==> src/rtl/cpu_pkg.sv <==
// Shared RV32I core definitions: datapath widths and the load funct3 encodings
// used by the writeback stage and any other consumer of load data.
package cpu_pkg;

   localparam int DATA_WIDTH   = 32;
   localparam int FUNCTION_3_W = 3;
   localparam int REG_ADDR_W   = 5;
   localparam int CNT_W        = 64;

   localparam logic [FUNCTION_3_W-1:0] F3_LB  = 3'b000;
   localparam logic [FUNCTION_3_W-1:0] F3_LH  = 3'b001;
   localparam logic [FUNCTION_3_W-1:0] F3_LW  = 3'b010;
   localparam logic [FUNCTION_3_W-1:0] F3_LBU = 3'b100;
   localparam logic [FUNCTION_3_W-1:0] F3_LHU = 3'b101;

endpackage

==> src/rtl/mem_wb_stage_if.sv <==
// MEM-to-WB boundary bundle: MEM-cycle instruction fields, SRAM read data,
// pipeline control, and the writeback/forwarding results.
interface mem_wb_stage_if #(
   parameter int DATA_WIDTH = cpu_pkg::DATA_WIDTH,
   parameter int REG_ADDR_W = cpu_pkg::REG_ADDR_W,
   parameter int CNT_W      = cpu_pkg::CNT_W
);
   logic                    stall;
   logic                    flush;
   logic                    MEM_valid;
   logic                    MEM_reg_write;
   logic                    MEM_load;
   logic [2:0]              MEM_funct3;
   logic [1:0]              MEM_addr_lsb;
   logic [REG_ADDR_W-1:0]   MEM_rd_addr;
   logic [DATA_WIDTH-1:0]   MEM_rd_data;
   logic [DATA_WIDTH-1:0]   DM_out;
   logic                    WB_valid;
   logic                    WB_reg_write;
   logic [REG_ADDR_W-1:0]   WB_rd_addr;
   logic [DATA_WIDTH-1:0]   WB_rd_data;
   logic [CNT_W-1:0]        instret;

   modport master (
      output stall, flush, MEM_valid, MEM_reg_write, MEM_load, MEM_funct3,
             MEM_addr_lsb, MEM_rd_addr, MEM_rd_data, DM_out,
      input  WB_valid, WB_reg_write, WB_rd_addr, WB_rd_data, instret
   );

   modport slave (
      input  stall, flush, MEM_valid, MEM_reg_write, MEM_load, MEM_funct3,
             MEM_addr_lsb, MEM_rd_addr, MEM_rd_data, DM_out,
      output WB_valid, WB_reg_write, WB_rd_addr, WB_rd_data, instret
   );

endinterface

==> src/rtl/load_extend.sv <==
// Selects the addressed byte/half of a 32-bit memory word and sign- or
// zero-extends it according to the load funct3. Purely combinational.
module load_extend
   import cpu_pkg::*;
(
   input  logic [FUNCTION_3_W-1:0] i_funct3,
   input  logic [1:0]              i_lsb,
   input  logic [DATA_WIDTH-1:0]   i_word,
   output logic [DATA_WIDTH-1:0]   o_data
);

   logic [7:0]  w_byte;
   logic [15:0] w_half;

   // Halfword select ignores lsb[0], so a misaligned LH at lsb=3 reads the upper half.
   always_comb begin
      w_byte = i_word[{i_lsb, 3'b000} +: 8];
      w_half = i_word[{i_lsb[1], 4'b0000} +: 16];
      o_data = i_word;
      case (i_funct3)
         F3_LB:   o_data = {{(DATA_WIDTH-8){w_byte[7]}}, w_byte};
         F3_LH:   o_data = {{(DATA_WIDTH-16){w_half[15]}}, w_half};
         F3_LW:   o_data = i_word;
         F3_LBU:  o_data = {{(DATA_WIDTH-8){1'b0}}, w_byte};
         F3_LHU:  o_data = {{(DATA_WIDTH-16){1'b0}}, w_half};
         default: o_data = i_word;
      endcase
   end

endmodule

==> src/rtl/mem_wb_stage.sv <==
// MEM/WB pipeline register and writeback stage: latches MEM results, extends
// load data from the synchronous SRAM, drives the RF write port and instret.
module mem_wb_stage #(
   parameter int DATA_WIDTH = cpu_pkg::DATA_WIDTH,
   parameter int REG_ADDR_W = cpu_pkg::REG_ADDR_W,
   parameter int CNT_W      = cpu_pkg::CNT_W
) (
   input  logic          clk,
   input  logic          rst,
   mem_wb_stage_if.slave bus
);

   localparam int F3_W = cpu_pkg::FUNCTION_3_W;

   logic                  r_valid;
   logic                  r_reg_write;
   logic                  r_load;
   logic [F3_W-1:0]       r_funct3;
   logic [1:0]            r_lsb;
   logic [REG_ADDR_W-1:0] r_rd_addr;
   logic [DATA_WIDTH-1:0] r_rd_data;
   logic [DATA_WIDTH-1:0] r_dm_hold;
   logic                  r_hold_vld;
   logic [CNT_W-1:0]      r_instret;

   logic [DATA_WIDTH-1:0] w_load_word;
   logic [DATA_WIDTH-1:0] w_load_data;
   logic                  w_retire;

   // The WB slot retires on the edge that lets it move on; a held slot retires once.
   assign w_retire = r_valid & ~bus.stall;

   always_ff @(posedge clk or posedge rst) begin
      if (rst) begin
         r_valid     <= 1'b0;
         r_reg_write <= 1'b0;
         r_load      <= 1'b0;
         r_funct3    <= '0;
         r_lsb       <= '0;
         r_rd_addr   <= '0;
         r_rd_data   <= '0;
      end else if (bus.flush) begin
         r_valid     <= 1'b0;
         r_reg_write <= 1'b0;
         r_load      <= 1'b0;
      end else if (!bus.stall) begin
         r_valid     <= bus.MEM_valid;
         r_reg_write <= bus.MEM_reg_write;
         r_load      <= bus.MEM_load;
         r_funct3    <= bus.MEM_funct3;
         r_lsb       <= bus.MEM_addr_lsb;
         r_rd_addr   <= bus.MEM_rd_addr;
         r_rd_data   <= bus.MEM_rd_data;
      end
   end

   // SRAM data is only valid in the first WB cycle; freeze it if WB stalls.
   always_ff @(posedge clk or posedge rst) begin
      if (rst) begin
         r_dm_hold  <= '0;
         r_hold_vld <= 1'b0;
      end else if (bus.flush || !bus.stall) begin
         r_hold_vld <= 1'b0;
      end else if (!r_hold_vld) begin
         r_dm_hold  <= bus.DM_out;
         r_hold_vld <= 1'b1;
      end
   end

   always_ff @(posedge clk or posedge rst) begin
      if (rst) begin
         r_instret <= '0;
      end else if (w_retire) begin
         r_instret <= r_instret + CNT_W'(1);
      end
   end

   assign w_load_word = r_hold_vld ? r_dm_hold : bus.DM_out;

   load_extend u_load_extend (
      .i_funct3 (r_funct3),
      .i_lsb    (r_lsb),
      .i_word   (w_load_word),
      .o_data   (w_load_data)
   );

   assign bus.WB_valid     = r_valid;
   assign bus.WB_reg_write = r_valid & r_reg_write & (r_rd_addr != '0);
   assign bus.WB_rd_addr   = r_rd_addr;
   assign bus.WB_rd_data   = r_load ? w_load_data : r_rd_data;
   assign bus.instret      = r_instret;

endmodule

==> src/flat_wrapper.sv <==
// flat-port wrapper written by rule: the top's interface ports become plain ports
module mem_wb_stage_flat 
#(
   parameter int DATA_WIDTH = cpu_pkg::DATA_WIDTH,
   parameter int REG_ADDR_W = cpu_pkg::REG_ADDR_W,
   parameter int CNT_W      = cpu_pkg::CNT_W
)
  (clk, rst, bus_stall, bus_flush, bus_MEM_valid, bus_MEM_reg_write, bus_MEM_load, bus_MEM_funct3, bus_MEM_addr_lsb, bus_MEM_rd_addr, bus_MEM_rd_data, bus_DM_out, bus_WB_valid, bus_WB_reg_write, bus_WB_rd_addr, bus_WB_rd_data, bus_instret);
  mem_wb_stage_if #(.DATA_WIDTH(DATA_WIDTH), .REG_ADDR_W(REG_ADDR_W), .CNT_W(CNT_W)) bus_i ();
  input  logic clk;
  input  logic rst;
  input wire logic [$bits(bus_i.stall)-1:0] bus_stall;
  input wire logic [$bits(bus_i.flush)-1:0] bus_flush;
  input wire logic [$bits(bus_i.MEM_valid)-1:0] bus_MEM_valid;
  input wire logic [$bits(bus_i.MEM_reg_write)-1:0] bus_MEM_reg_write;
  input wire logic [$bits(bus_i.MEM_load)-1:0] bus_MEM_load;
  input wire logic [$bits(bus_i.MEM_funct3)-1:0] bus_MEM_funct3;
  input wire logic [$bits(bus_i.MEM_addr_lsb)-1:0] bus_MEM_addr_lsb;
  input wire logic [$bits(bus_i.MEM_rd_addr)-1:0] bus_MEM_rd_addr;
  input wire logic [$bits(bus_i.MEM_rd_data)-1:0] bus_MEM_rd_data;
  input wire logic [$bits(bus_i.DM_out)-1:0] bus_DM_out;
  output wire logic [$bits(bus_i.WB_valid)-1:0] bus_WB_valid;
  output wire logic [$bits(bus_i.WB_reg_write)-1:0] bus_WB_reg_write;
  output wire logic [$bits(bus_i.WB_rd_addr)-1:0] bus_WB_rd_addr;
  output wire logic [$bits(bus_i.WB_rd_data)-1:0] bus_WB_rd_data;
  output wire logic [$bits(bus_i.instret)-1:0] bus_instret;
  assign bus_i.stall = bus_stall;
  assign bus_i.flush = bus_flush;
  assign bus_i.MEM_valid = bus_MEM_valid;
  assign bus_i.MEM_reg_write = bus_MEM_reg_write;
  assign bus_i.MEM_load = bus_MEM_load;
  assign bus_i.MEM_funct3 = bus_MEM_funct3;
  assign bus_i.MEM_addr_lsb = bus_MEM_addr_lsb;
  assign bus_i.MEM_rd_addr = bus_MEM_rd_addr;
  assign bus_i.MEM_rd_data = bus_MEM_rd_data;
  assign bus_i.DM_out = bus_DM_out;
  assign bus_WB_valid = bus_i.WB_valid;
  assign bus_WB_reg_write = bus_i.WB_reg_write;
  assign bus_WB_rd_addr = bus_i.WB_rd_addr;
  assign bus_WB_rd_data = bus_i.WB_rd_data;
  assign bus_instret = bus_i.instret;
  mem_wb_stage #(.DATA_WIDTH(DATA_WIDTH), .REG_ADDR_W(REG_ADDR_W), .CNT_W(CNT_W)) u_core (.clk(clk), .rst(rst), .bus(bus_i));
endmodule
==> config.mk <==
export PLATFORM = sky130hd
export DESIGN_NAME = mem_wb_stage_flat
export DESIGN_NICKNAME = d
export VERILOG_FILES = /design/src/rtl/cpu_pkg.sv /design/src/rtl/mem_wb_stage_if.sv /design/src/rtl/load_extend.sv /design/src/rtl/mem_wb_stage.sv /design/src/flat_wrapper.sv
export SDC_FILE = /design/constraint.sdc
export NUM_CORES = 1
export LEC_CHECK = 0
export ABC_AREA = 0
export ABC_CLOCK_PERIOD_IN_PS = 4800
export CAP_MARGIN = 20
export CORE_MARGIN = 2
export CORE_UTILIZATION = 45
export CTS_BUF_LIST = sky130_fd_sc_hd__clkbuf_16
export DETAILED_ROUTE_END_ITERATION = 6
export GPL_ROUTABILITY_DRIVEN = 0
export HOLD_SLACK_MARGIN = 0.05
export PLACE_DENSITY = 0.74
export SYNTH_ARGS = -nofsm -noshare
export SYNTH_HDL_FRONTEND = slang
export SYNTH_HIERARCHICAL = 1
export SYNTH_SLANG_ARGS = --single-unit
==> constraint.sdc <==
create_clock -name clk -period 4.8 [get_ports clk]
set_clock_uncertainty 0.05 [all_clocks]
set_input_delay 0.96 -clock clk [delete_from_list [all_inputs] [get_ports clk]]
set_output_delay 0.96 -clock clk [all_outputs]
set_load 0.01 [all_outputs]
==> After elaboration in Yosys (flattened, before gate mapping) <==
Cells that the tools add are included.
W data, S select, Z words.
{ "classes": {"shifts": 2, "n_mux": 10, "n_reduce_logical": 5, "eq_ne": 4, "n_addsub": 1, "n_bitwise": 5} }
{ "ops": {"columns": ["operator", "count"], "rows": [
  ["$pmux W32 S4", 1],
  ["$add A64 B1 Y64 const B", 1],
  ["$mux W32", 2],
  ["$shiftx A32 B6 Y16", 1],
  ["$shiftx A32 B6 Y8", 1],
  ["$mux W1", 7],
  ["$eq A3 B3 Y1 const B", 2],
  ["$reduce_bool A5 Y1", 1],
  ["$and A1 B1 Y1", 3],
  ["$eq A3 B1 Y1 const B", 1],
  ["$logic_not A3 Y1", 1],
  ["$ne A2 B1 Y1 const B", 1],
  ["$not A1 Y1", 2],
  ["$reduce_and A2 Y1", 1],
  ["$logic_not A1 Y1", 1],
  ["$logic_or A1 B1 Y1", 1]
]} }
{ "word_totals": {"wordCells": 37, "input_bits": 81, "out_inout_bits": 103, "regBits": 142} }

==> Logic depth before layout (Yosys ltp) <==
Gate-level depths: netlist of run 1.
{ "logic_depth": {"ltp_word": 4, "mapped_depth": 8, "mapped_depth_nobuf": 6} }

==> Modules after synthesis <==
The synthesis of run 1 kept the hierarchy.
{ "modules_own_cells": {"columns": ["mod", "seq_area_each_um2", "area_per_inst_um2", "cells_per_inst", "instances"], "rows": [
  ["mem_wb_stage", 3553.4, 6703.9, 580, 1],
  ["load_extend", 0.0, 794.5, 118, 1]
]} }

==> Least setup slack after synthesis of run 1 <==
No wires, ideal clock.
{ "synth_timing": {"path_type": "input to output", "startpoint": "in bus_DM_out[31]", "endpoint": "out bus_WB_rd_data[10]", "n_path_buf": 1, "cell_stages": 6, "arrival_time_ps": 2538, "slack_ps": 1252, "cell_sequence": "mux2_2 > mux4_2 > and2_4 > buf_6 > a221o_1 > mux2_2"} }
{ "synth_between": {"elab_chain_cells": 4} }
{ "synth_lines": {"columns": ["element", "line_no", "rtl"], "rows": [
  ["start, declared", "flat_wrapper.sv:21", "input wire logic [$bits(bus_i.DM_out)-1:0] bus_DM_out;"],
  ["$mux W32", "mem_wb_stage.sv:78", "assign w_load_word = r_hold_vld ? r_dm_hold : bus.DM_out;"],
  ["$shiftx A32 B6 Y8", "load_extend.sv:17", "w_byte = i_word[{i_lsb, 3'b000} +: 8];"],
  ["$pmux W32 S4", "load_extend.sv:20", "case (i_funct3)"],
  ["via u_core.w_load_data[10]", "mem_wb_stage.sv:27", "logic [DATA_WIDTH-1:0] w_load_data;"],
  ["$mux W32", "mem_wb_stage.sv:90", "assign bus.WB_rd_data = r_load ? w_load_data : r_rd_data;"],
  ["end, declared", "flat_wrapper.sv:25", "output wire logic [$bits(bus_i.WB_rd_data)-1:0] bus_WB_rd_data;"]
]} }
The timed path passes the listed nets, and every way through them passes these cells.

==> Final worst setup path of run 1 <==
{ "layout_timing": {"startpoint": "in bus_DM_out[31]", "endpoint": "out bus_WB_rd_data[15]"} }
{ "layout_between": {"elab_chain_cells": 4, "elab_cells_between_ends": 5, "classes_between": "shift: 2; mux: 3"} }
{ "layout_lines": {"columns": ["element", "line_no", "rtl"], "rows": [
  ["$mux W32 (*)", "mem_wb_stage.sv:78", null],
  ["via u_core.w_load_word[31]", "mem_wb_stage.sv:26", "logic [DATA_WIDTH-1:0] w_load_word;"],
  ["$shiftx A32 B6 Y16 / $shiftx A32 B6 Y8 (equally long branches)", "load_extend.sv:18, load_extend.sv:17", null],
  ["$pmux W32 S4 (*)", "load_extend.sv:20", null],
  ["via u_core.w_load_data[15]", "mem_wb_stage.sv:27", null],
  ["$mux W32 (*)", "mem_wb_stage.sv:90", null]
]} }
The timed path passes the listed nets; every way through them passes the cells marked *.

==> results of run 1 <==
## stage by stage
step / power (mW) / cells / utilization / area (um^2)
floorplan: 1.84 / 698 / - / 7500
global route: 3.53 / 1107 / 0.615 / 10100
detailed placement: 2.17 / 1075 / 0.581 / 9540
finish: 3.38 / 1107 / 0.615 / 10100
CTS: 3.41 / 1107 / 0.615 / 10100
global placement: 2.16 / 1075 / 0.581 / 9540
## layout make-up
class,count,share of cell area
well taps,220,0.0273
flip-flops and latches,142,0.352
repair buffers,192,0.189
multi-input cells,505,0.370
clock buffers,17,0.0422
clock inverters,15,0.0128
inverters,16,0.00632
## worst max path at each step
stage / startpoint / end / slack [ns]
CTS: bus_DM_out[31] / bus_WB_rd_data[31] / 0.26
detailed placement: bus_DM_out[31] / bus_WB_rd_data[31] / 0.27
finish: bus_DM_out[31] / bus_WB_rd_data[15] / 0.24
global placement: bus_DM_out[31] / bus_WB_rd_data[15] / 0.28
floorplan: bus_DM_out[31] / bus_WB_rd_data[10] / 1.25
global route: bus_DM_out[31] / bus_WB_rd_data[27] / 0.15
## power groups by stage
stage          logic [mW]  registers, mW  clock network [mW]
2_1_floorplan       0.446           1.40                   0
3_3_place_gp        0.728           1.43                   0
3_5_place_dp        0.738           1.43                   0
4_1_cts             0.743           1.41                1.26
5_1_grt             0.794           1.43                1.31
6_report            0.737           1.41                1.23
## tightest hold or removal path: stages, from the launching register on
cell and delay, ns:
dfrtp_1 0.33, nand2_1 0.05, nand2_1 0.05
## cells in the final DEF, fill, tap and decap left out, drive strengths merged, types with 11 or more instances in the layout
cell	count
nand3	14
nor4	11
xor2	39
nor3	23
mux2i	17
clkdlybuf4s50	183
nor2	27
clkbuf	17
nand2	152
inv	23
dfrtp	142
nand4	20
mux2	108
xnor2	24
## sequential cells by signal, summed over array words and instances, names as in the netlist
| signal | count |
|---|---|
| u_core/r_lsb | 2 |
| u_core/bus.instret | 64 |
| u_core/r_funct3 | 3 |
| u_core/r_reg_write | 1 |
| u_core/r_hold_vld | 1 |
| u_core/bus.WB_valid | 1 |
| u_core/r_load | 1 |
| u_core/r_rd_data | 32 |
| u_core/bus.WB_rd_addr | 5 |
| u_core/r_dm_hold | 32 |
## logic make-up after synthesis
| family | count (synthesis) | share of synthesized area |
|---|---|---|
| AND/OR/NAND/NOR | 280 | 0.195 |
| flip-flops | 142 | 0.474 |
| multiplexers | 126 | 0.188 |
| XOR/XNOR | 63 | 0.0736 |
| buffers and inverters | 51 | 0.0295 |
| AO/OA/AOI/OAI | 35 | 0.0387 |
| adder cells (fa/ha/maj) | 1 | 0.00167 |
## layer usage
layer / global-route usage / share of wire / up-vias
met5: 0 / 0 / -
met4: 0.0735 / 0.018 / 0
met3: 0.0456 / 0.058 / 23
met2: 0.333 / 0.45 / 174
met1: 0.320 / 0.48 / 2830
li1: - / - / 2766
==> results by group, run 1 <==
STA
  • Max Slew Vio Count: 0
  • Hold_ws: 0.416 ns
  • Relative slew slack: 0.320
  • Final hold vios: 0
  • Crit share post-route: 0.950
  • Worst slew pin tran: 1.02 ns
  • Final worst slack: 0.238 ns
  • Fmax: 0.219 GHz
  • Setup violators final: 0
  • Min cycle time layout: 4.56 ns
  • RSZ-0062 raised after global routing: false
  • Setup TNS: 0 ns

Logic synthesis
  • Synth top area share: 0.474
  • Most frequent cells after synthesis: nand2_1, dfrtp_1, mux2_2, xor2_1, nor2_1
  • Top-count cell post-synth: nand2_1
  • Cell taking the most area after synthesis: dfrtp_1
  • Netlist cell types: 44
  • Area contributors post-synth: dfrtp_1, mux2_2, nand2_1
  • Cell count after synthesis: 698
  • Yosys reg bits: 142
  • Cell Area, Synth: 7500 um^2
  • Post-synthesis async set-or-reset flop share: 1.00
  • Mean Syn Cell Area: 10.7 um^2
  • Yosys Warn Count: 6
  • Post-synthesis sequential area ratio: 0.474
  • Top_reg_cell synth: dfrtp_1
  • Mapped Nets: 780
  • Number of synthesized flops with an enable pin: 0

Clock network
  • Worst skew pair latency: 0.42 ns
  • Resized cells post-CTS: 0
  • Root Buffer: clkbuf_16
  • CTS Sinks: 142
  • Clk buf depth: 2
  • Postcts setup bufs: 0
  • H-tree levels: 4
  • Hold Buf Count CTS: 0
  • Number of buffers created by CTS: 17
  • CTS tree: done
  • Clock transition at path regs: 0.06 ns

Worst setup path
  • Worst path top cell family by delay: multiplexers
  • Crit. End Element: primary output
  • Arrival time of the worst setup path: 3.55 ns
  • Setup Crit Path Kind: in -> out
  • Stages on worst setup path: 7
  • Reg2Reg Launch Point: u_core/bus.instret[1]$_DFFE_PP0P_
  • CP Max Fanout: 8
  • CP Cell Sequence: clkdlybuf4s50_1 -> mux2_2 -> mux4_2 -> and2_4 -> a221o_1 -> mux2_2 -> clkdlybuf4s50_1
  • Buf+Inv Stages, Crit Path: 2
  • R2R Path End: u_core/bus.instret[60]$_DFFE_PP0P_
  • Reg2Reg Depth: 6
  • Crit path required time: 3.79 ns
  • Critical path launch point type: input pin
  • Biggest cell delay along the critical path: 0.53 ns
  • Slowest-stage cell, CP: mux4_2
  • Reg-to-reg slack, setup: 2.49 ns

Pwr
  • Clock share of power: 0.364
  • VDD IR max: 0.247 mV
  • Switching Power: 976 uW
  • Power per cell area: 335 nW/um^2
  • Logic gate share of total power: 0.218
  • Flop pwr share: 0.418
  • Pint: 2.40 mW
  • Leak pwr: 4.61 nW
  • Switching share of power: 0.289

Global routing
  • GRT Total Usage: 0.221
  • Largest net degree at the start of global routing: 67
  • Congestion Overflow GR: 0
  • Vias in the first global route: 5683
  • Global-route wire length before repair: 30700 um
  • Initial antenna violation count: 0

Min path
  • Worst Hold Launch: u_core/r_dm_hold[27]$_DFFE_PP0P_
  • Hold Crit Depth: 2
  • Hold-critical path endpoint: u_core/r_dm_hold[27]$_DFFE_PP0P_
  • HP Class: reg -> reg

Layout
  • Antenna Cells: 0
  • # fillers: 1328
  • Layout cells sized above 1: 0.193
  • Syn-to-layout area delta: 34.6%
  • Reg area: 3550 um^2
  • Final Net Count: 956
  • Area of the multi-input gates: 3730 um^2

Run status
  • Status: complete, no violations

Die
  • Rows: 47
  • Die ar.: 17700 um^2
  • Initial core utilization: 0.457
  • Die Ht: 133 um
  • Core Region: 16400 um^2
  • Die width: 133 um
  • I/O pins: 184

Route
  • Total number of vias: 5793
  • Drt wl/cell: 17.4 um
  • Drc violations: 0
  • Overall routed net length: 19200 um
  • DRT Pass-1 Iters: 5
  • Via density per instance: 5.23
  • DRT iter0 DRCs: 247
  • Post-route ant nets: 0

Placed design
  • HPWL after detailed placement: 14100 um
  • Pre-CTS setup slack: 0.267 ns
  • Port Buffers: 183

Flow run
  • Max Cap Viol: 0
Note: power is estimated with default switching activity, not from simulation.
==> run 2: changes to the inputs <==
--- a/config.mk
+++ b/config.mk
@@ -8,7 +8,7 @@
 export ABC_AREA = 0
 export ABC_CLOCK_PERIOD_IN_PS = 4800
 export CAP_MARGIN = 20
-export CORE_MARGIN = 2
+export CORE_MARGIN = 1
 export CORE_UTILIZATION = 45
 export CTS_BUF_LIST = sky130_fd_sc_hd__clkbuf_16
 export DETAILED_ROUTE_END_ITERATION = 6
==> run 2 against run 1 <==
Compared with the run above:
- wire length is 1.1% higher
- via count is 0.60% higher
- non-clock buffer count is 2 higher
- largest cell class unchanged
==> results by group, run 2 (synthesis gave the netlist of run 1 again) <==
STA
  • Worst slew pin tran: 1.01 ns (-0.0116 ns)
  • Crit share post-route: 0.951 (about the same)
  • RSZ-0062 raised after global routing: false
  • Setup TNS: 0 ns (unchanged)
  • Setup violators final: 0 (unchanged)
  • Fmax: 0.219 GHz (about the same)
  • Final hold vios: 0 (unchanged)
  • Hold_ws: 0.418 ns (+0.00174 ns)
  • Min cycle time layout: 4.57 ns (+0.00308 ns)
  • Max Slew Vio Count: 0 (unchanged)
  • Relative slew slack: 0.328 (+0.00772)

Worst setup path
  • Critical path launch point type: input pin
  • Setup Crit Path Kind: in -> out
  • Slowest-stage cell, CP: mux4_2
  • CP Cell Sequence: clkdlybuf4s50_1 -> mux2_2 -> mux4_2 -> and2_4 -> a221o_1 -> mux2_2 -> clkdlybuf4s50_1
  • Arrival time of the worst setup path: 3.56 ns (about the same)
  • CP Max Fanout: 8 (unchanged)
  • Biggest cell delay along the critical path: 0.53 ns (about the same)
  • Crit. End Element: primary output
  • Crit path required time: 3.79 ns (about the same)
  • Buf+Inv Stages, Crit Path: 2 (unchanged)
  • Worst path top cell family by delay: multiplexers

Pwr
  • VDD IR max: 0.282 mV (+14%)
  • Power per cell area: 338 nW/um^2 (+1.0%)
  • Leak pwr: 4.63 nW (+0.34%)

Global routing
  • Initial antenna violation count: 0 (unchanged)
  • Congestion Overflow GR: 0 (unchanged)
  • Largest net degree at the start of global routing: 61 (-9.0%)
  • GRT Total Usage: 0.237 (+0.0161)
  • Vias in the first global route: 5660 (-0.40%)
  • Global-route wire length before repair: 30600 um (-0.11%)

Route
  • Total number of vias: 5828 (+0.60%)
  • Drt wl/cell: 17.6 um (+1.2%)
  • DRT iter0 DRCs: 421 (+70%)
  • DRT Pass-1 Iters: 5 (unchanged)
  • Overall routed net length: 19400 um (+1.1%)
  • Post-route ant nets: 0 (unchanged)
  • Via density per instance: 5.27 (+0.79%)
  • Drc violations: 0 (unchanged)

Layout
  • Commonest non-fill, non-tap cell in the layout: clkdlybuf4s50_1
  • Layout cells sized above 1: 0.193 (+0.000691)
  • Syn-to-layout area delta: 34.8%
  • Final Util: 0.630 (+0.0145)
  • Max reg flops: 64 (unchanged)
  • Most frequent cells in the layout: clkdlybuf4s50_1, nand2_1, dfrtp_1
  • Antenna Cells: 0 (unchanged)
  • Final Net Count: 958 (+0.21%)

Die
  • Initial core utilization: 0.467 (+0.00994)
  • Die ar.: 17200 um^2 (-3.0%)
  • Die width: 131 um (-1.5%)
  • Core Region: 16100 um^2 (-2.1%)
  • Rows: 46 (-2.1%)
  • Die Ht: 131 um (-1.5%)
  • I/O pins: 184 (unchanged)

Clock network
  • H-tree levels: 4 (unchanged)
  • Clock transition at path regs: 0.06 ns (about the same)
  • Worst skew pair latency: 0.42 ns (about the same)
  • Number of buffers created by CTS: 17 (unchanged)
  • Clk buf depth: 2 (unchanged)
  • Hold Buf Count CTS: 0 (unchanged)
  • Postcts setup bufs: 0 (unchanged)
  • CTS Sinks: 142 (unchanged)
  • Root Buffer: clkbuf_16
  • CTS tree: done
  • Resized cells post-CTS: 0 (unchanged)

Placed design
  • Port Buffers: 183 (unchanged)
  • HPWL after detailed placement: 14100 um (-0.49%)

Min path
  • HP Class: reg -> reg

Flow run
  • Max Cap Viol: 0 (unchanged)

Run status
  • Status: complete, no violations
run 2: layout make-up:
class | instances | area, um^2
tap | 216 | 270
timing repair buffer | 194 | 1930
clock inverter | 15 | 138
inverter | 16 | 63.8
multi-input combinational | 505 | 3730
fill | 1298 | 5950
sequential | 142 | 3550
clock buffer | 17 | 425
run 2: per-layer routing:
metal / vias to the layer above / track usage / routed length [um]
met5: - / 0 / 0
met4: 0 / 0.0737 / 260
met3: 21 / 0.0552 / 1220
met2: 182 / 0.347 / 8760
met1: 2863 / 0.348 / 9210
li1: 2762 / - / -
run 2: through the flow:
stage	area, um^2	worst slack (ns)	total power [mW]	instances
after detailed placement	9550	0.283	2.17	1073
after global routing	10100	0.177	3.57	1105
after global placement	9550	0.270	2.16	1073
after CTS	10100	0.264	3.44	1105
final	10100	0.235	3.42	1105
after floorplan	7500	1.25	1.84	698
run 2: report_power, final:
group	switching (mW)	internal [mW]
clock	0.544	0.719
combinational	0.328	0.415
sequential	0.103	1.31
run 2: worst paths after layout:
| check | slack, ns | cells past startpoint | to | from |
|---|---|---|---|---|
| worst max-delay path | 0.23 | 7 | bus_WB_rd_data[15] | bus_DM_out[31] |
| worst min-delay path | 0.42 | 2 | u_core/r_dm_hold[26]$_DFFE_PP0P_ | u_core/r_dm_hold[26]$_DFFE_PP0P_ |
| worst max register to register | 2.47 | 6 | u_core/bus.instret[46]$_DFFE_PP0P_ | u_core/bus.instret[1]$_DFFE_PP0P_ |
| worst min register to register | 0.42 | 2 | u_core/r_dm_hold[26]$_DFFE_PP0P_ | u_core/r_dm_hold[26]$_DFFE_PP0P_ |
| max in group asynchronous | 2.97 | 3 | u_core/bus.instret[35]$_DFFE_PP0P_ | rst |
| min in group asynchronous | 0.89 | 2 | u_core/r_dm_hold[11]$_DFFE_PP0P_ | rst |
run 2: worst reg2reg max path, stage by stage (launching register included):
cell,delay (ns)
dfrtp_1,0.41
ha_1,0.26
nand4b_4,0.15
nor4_4,0.60
nand3b_4,0.26
nor4_4,0.34
xor2_1,0.19
==> run 3: changes to the inputs <==
--- a/config.mk
+++ b/config.mk
@@ -8,13 +8,15 @@
 export ABC_AREA = 0
 export ABC_CLOCK_PERIOD_IN_PS = 4800
 export CAP_MARGIN = 20
+export CELL_PAD_IN_SITES_DETAIL_PLACEMENT = 1
+export CELL_PAD_IN_SITES_GLOBAL_PLACEMENT = 2
 export CORE_MARGIN = 1
-export CORE_UTILIZATION = 45
+export CORE_UTILIZATION = 28
 export CTS_BUF_LIST = sky130_fd_sc_hd__clkbuf_16
 export DETAILED_ROUTE_END_ITERATION = 6
 export GPL_ROUTABILITY_DRIVEN = 0
 export HOLD_SLACK_MARGIN = 0.05
-export PLACE_DENSITY = 0.74
+export PLACE_DENSITY = 0.73
 export SYNTH_ARGS = -nofsm -noshare
 export SYNTH_HDL_FRONTEND = slang
 export SYNTH_HIERARCHICAL = 1
==> run 3 against run 2 <==
Compared with the run above:
- sequential power about the same
- fmax decreased by 1.0%
- final cell count increased by 11%
- the run now ends with design-rule violations left
- sequential share of layout area decreased by 0.56 points
==> results by group, run 3 (synthesis gave the netlist of run 1 again) <==
Pwr
  • VDD IR max: 0.198 mV (-30%)
  • Pint: 2.50 mW (+2.2%)
  • Flop pwr share: 0.403 (-0.010)
  • Switching Power: 1.02 mW (+4.3%)
  • Switching share of power: 0.289 (+0.00417)
  • Leak pwr: 4.64 nW (+0.34%)
  • Power per cell area: 342 nW/um^2 (+1.1%)
  • Clock share of power: 0.382 (+0.012)
  • Logic gate share of total power: 0.215 (-0.002)

STA
  • Relative slew slack: 0.431 (+0.103)
  • Max Slew Vio Count: 0 (unchanged)
  • Fmax: 0.217 GHz (-1.0%)
  • Min cycle time layout: 4.61 ns (+0.0480 ns)
  • Setup TNS: 0 ns (unchanged)
  • Final worst slack: 0.187 ns (-0.0480 ns)
  • RSZ-0062 raised after global routing: false
  • Crit share post-route: 0.961 (+0.0100)
  • Setup violators final: 0 (unchanged)
  • Hold_ws: 0.417 ns (-0.00164 ns)
  • Final hold vios: 0 (unchanged)
  • Worst slew pin tran: 0.854 ns (-0.153 ns)

Clock network
  • H-tree levels: 4 (unchanged)
  • CTS Sinks: 142 (unchanged)
  • Postcts setup bufs: 0 (unchanged)
  • Resized cells post-CTS: 0 (unchanged)
  • Worst skew pair latency: 0.42 ns (about the same)
  • Number of buffers created by CTS: 17 (unchanged)
  • Root Buffer: clkbuf_16
  • Clock transition at path regs: 0.07 ns (about the same)
  • Hold Buf Count CTS: 0 (unchanged)
  • CTS tree: done
  • Clk buf depth: 2 (unchanged)

Flow run
  • Max Cap Viol: 0 (unchanged)

Global routing
  • Initial antenna violation count: 0 (unchanged)
  • Global-route wire length before repair: 36700 um (+20%)
  • Met1 global-route usage: 0.255 (-0.0929)
  • GRT Total Usage: 0.174 (-0.0633)
  • Most Used Layer, Global Route: met2
  • Congestion Overflow GR: 0 (unchanged)
  • Largest net degree at the start of global routing: 125 (+100%)
  • Vias in the first global route: 6001 (+6.0%)
  • GRT met2 Usage: 0.263 (-0.0838)
  • Met3 Resource Use GR: 0.0323 (-0.0229)

Route
  • DRT Pass-1 Iters: 6 (+1)
  • Total number of vias: 5774 (-0.93%)
  • Post-route ant nets: 0 (unchanged)
  • Via density per instance: 4.72 (-10%)
  • Overall routed net length: 23300 um (+20%)
  • Drc violations: 16 (+16)
  • DRT iter0 DRCs: 248 (-41%)
  • Drt wl/cell: 19.0 um (+8.2%)

Worst setup path
  • Setup Crit Path Kind: in -> out
  • Arrival time of the worst setup path: 3.60 ns (+0.04 ns)
  • Critical path launch point type: input pin
  • Biggest cell delay along the critical path: 0.54 ns (about the same)
  • Crit. End Element: primary output
  • Worst path top cell family by delay: multiplexers
  • Buf+Inv Stages, Crit Path: 2 (unchanged)
  • CP Cell Sequence: clkdlybuf4s50_1 -> mux2_2 -> mux4_2 -> and2_4 -> a221o_1 -> mux2_2 -> clkdlybuf4s50_1
  • CP startpoint: bus_DM_out[31]
  • Slowest-stage cell, CP: mux4_2
  • Crit path required time: 3.79 ns (about the same)
  • Reg2Reg Launch Point: u_core/bus.instret[1]$_DFFE_PP0P_
  • Reg-to-reg slack, setup: 2.43 ns (-0.04 ns)
  • CP Max Fanout: 8 (unchanged)

Layout
  • Layout cells sized above 1: 0.191 (-0.00203)
  • Most frequent cells in the layout: clkdlybuf4s50_1, nand2_1, dfrtp_1
  • Antenna Cells: 0 (unchanged)
  • # fillers: 2920 (+120%)
  • Area of the multi-input gates: 3730 um^2 (unchanged)
  • Fin cells: 1223 (+11%)
  • Commonest non-fill, non-tap cell in the layout: clkdlybuf4s50_1
  • Max reg flops: 64 (unchanged)
  • Syn-to-layout area delta: 37.0%
  • Final Net Count: 957 (-0.10%)
  • Reg area: 3550 um^2 (unchanged)
  • Final instance area: 10300 um^2 (+1.6%)

Die
  • Core Region: 26100 um^2 (+63%)
  • Die width: 166 um (+26%)
  • Die Ht: 166 um (+26%)
  • Initial core utilization: 0.287 (-0.180)
  • Rows: 59 (+28%)
  • Die ar.: 27400 um^2 (+60%)
  • I/O pins: 184 (unchanged)

Placed design
  • Pre-CTS setup slack: 0.215 ns (-0.0679 ns)
  • Port Buffers: 183 (unchanged)
  • Placed Cells: 1191 (+11%)
  • Cell Area, Placed: 9690 um^2 (+1.5%)
  • HPWL after detailed placement: 16800 um (+19%)

Min path
  • Worst Hold Launch: u_core/bus.instret[63]$_DFFE_PP0P_
  • HP Class: reg -> reg

Run status
  • Status: finished, violations left
  • Failing checks: design-rule violations
-- run 3: cell count changes in the layout (fill, tap and decap cells not counted), sizes merged --
cell,change
bufinv,+1
inv,-1
clkinv,+3
buf,-1
clkinvlp,-3
-- run 3: path summary, 6_finish.rpt --
path / endpoint / depth (start not counted)
max in group asynchronous: u_core/r_rd_data[7]$_DFFE_PP0P_ / 3
min in group asynchronous: u_core/bus.instret[7]$_DFFE_PP0P_ / 2
min reg2reg: u_core/bus.instret[63]$_DFFE_PP0P_ / 1
min: u_core/bus.instret[63]$_DFFE_PP0P_ / 1
max: bus_WB_rd_data[15] / 7
max reg2reg: u_core/bus.instret[56]$_DFFE_PP0P_ / 6
-- run 3: power groups by stage --
| stage | clock (mW) | combinational (mW) | sequential (mW) |
|---|---|---|---|
| after CTS | 1.39 | 0.769 | 1.42 |
| after global routing | 1.43 | 0.819 | 1.43 |
| after detailed placement | 0 | 0.764 | 1.44 |
| after global placement | 0 | 0.755 | 1.44 |
| after floorplan | 0 | 0.446 | 1.40 |
| final | 1.34 | 0.756 | 1.41 |
-- run 3: routing by layer --
metal	routed length, um	share of wire	vias up
li1	-	-	2756
met1	11400	0.49	2884
met2	10300	0.44	120
met3	1250	0.053	14
met4	253	0.011	0
met5	0	0	-
-- run 3: area by class of cell --
class	count	share of cell area
Tap cell	335	0.0408
Clock inverter	15	0.0156
Multi-Input combinational cell	505	0.363
Clock buffer	17	0.0414
Inverter	16	0.00621
Timing Repair Buffer	193	0.187
Sequential cell	142	0.346
-- run 3: per-stage QoR --
stage	power, mW	utilization
CTS	3.58	0.393
floorplan	1.84	-
global route	3.68	0.393
global placement	2.19	0.371
detailed placement	2.20	0.371
finish	3.51	0.393
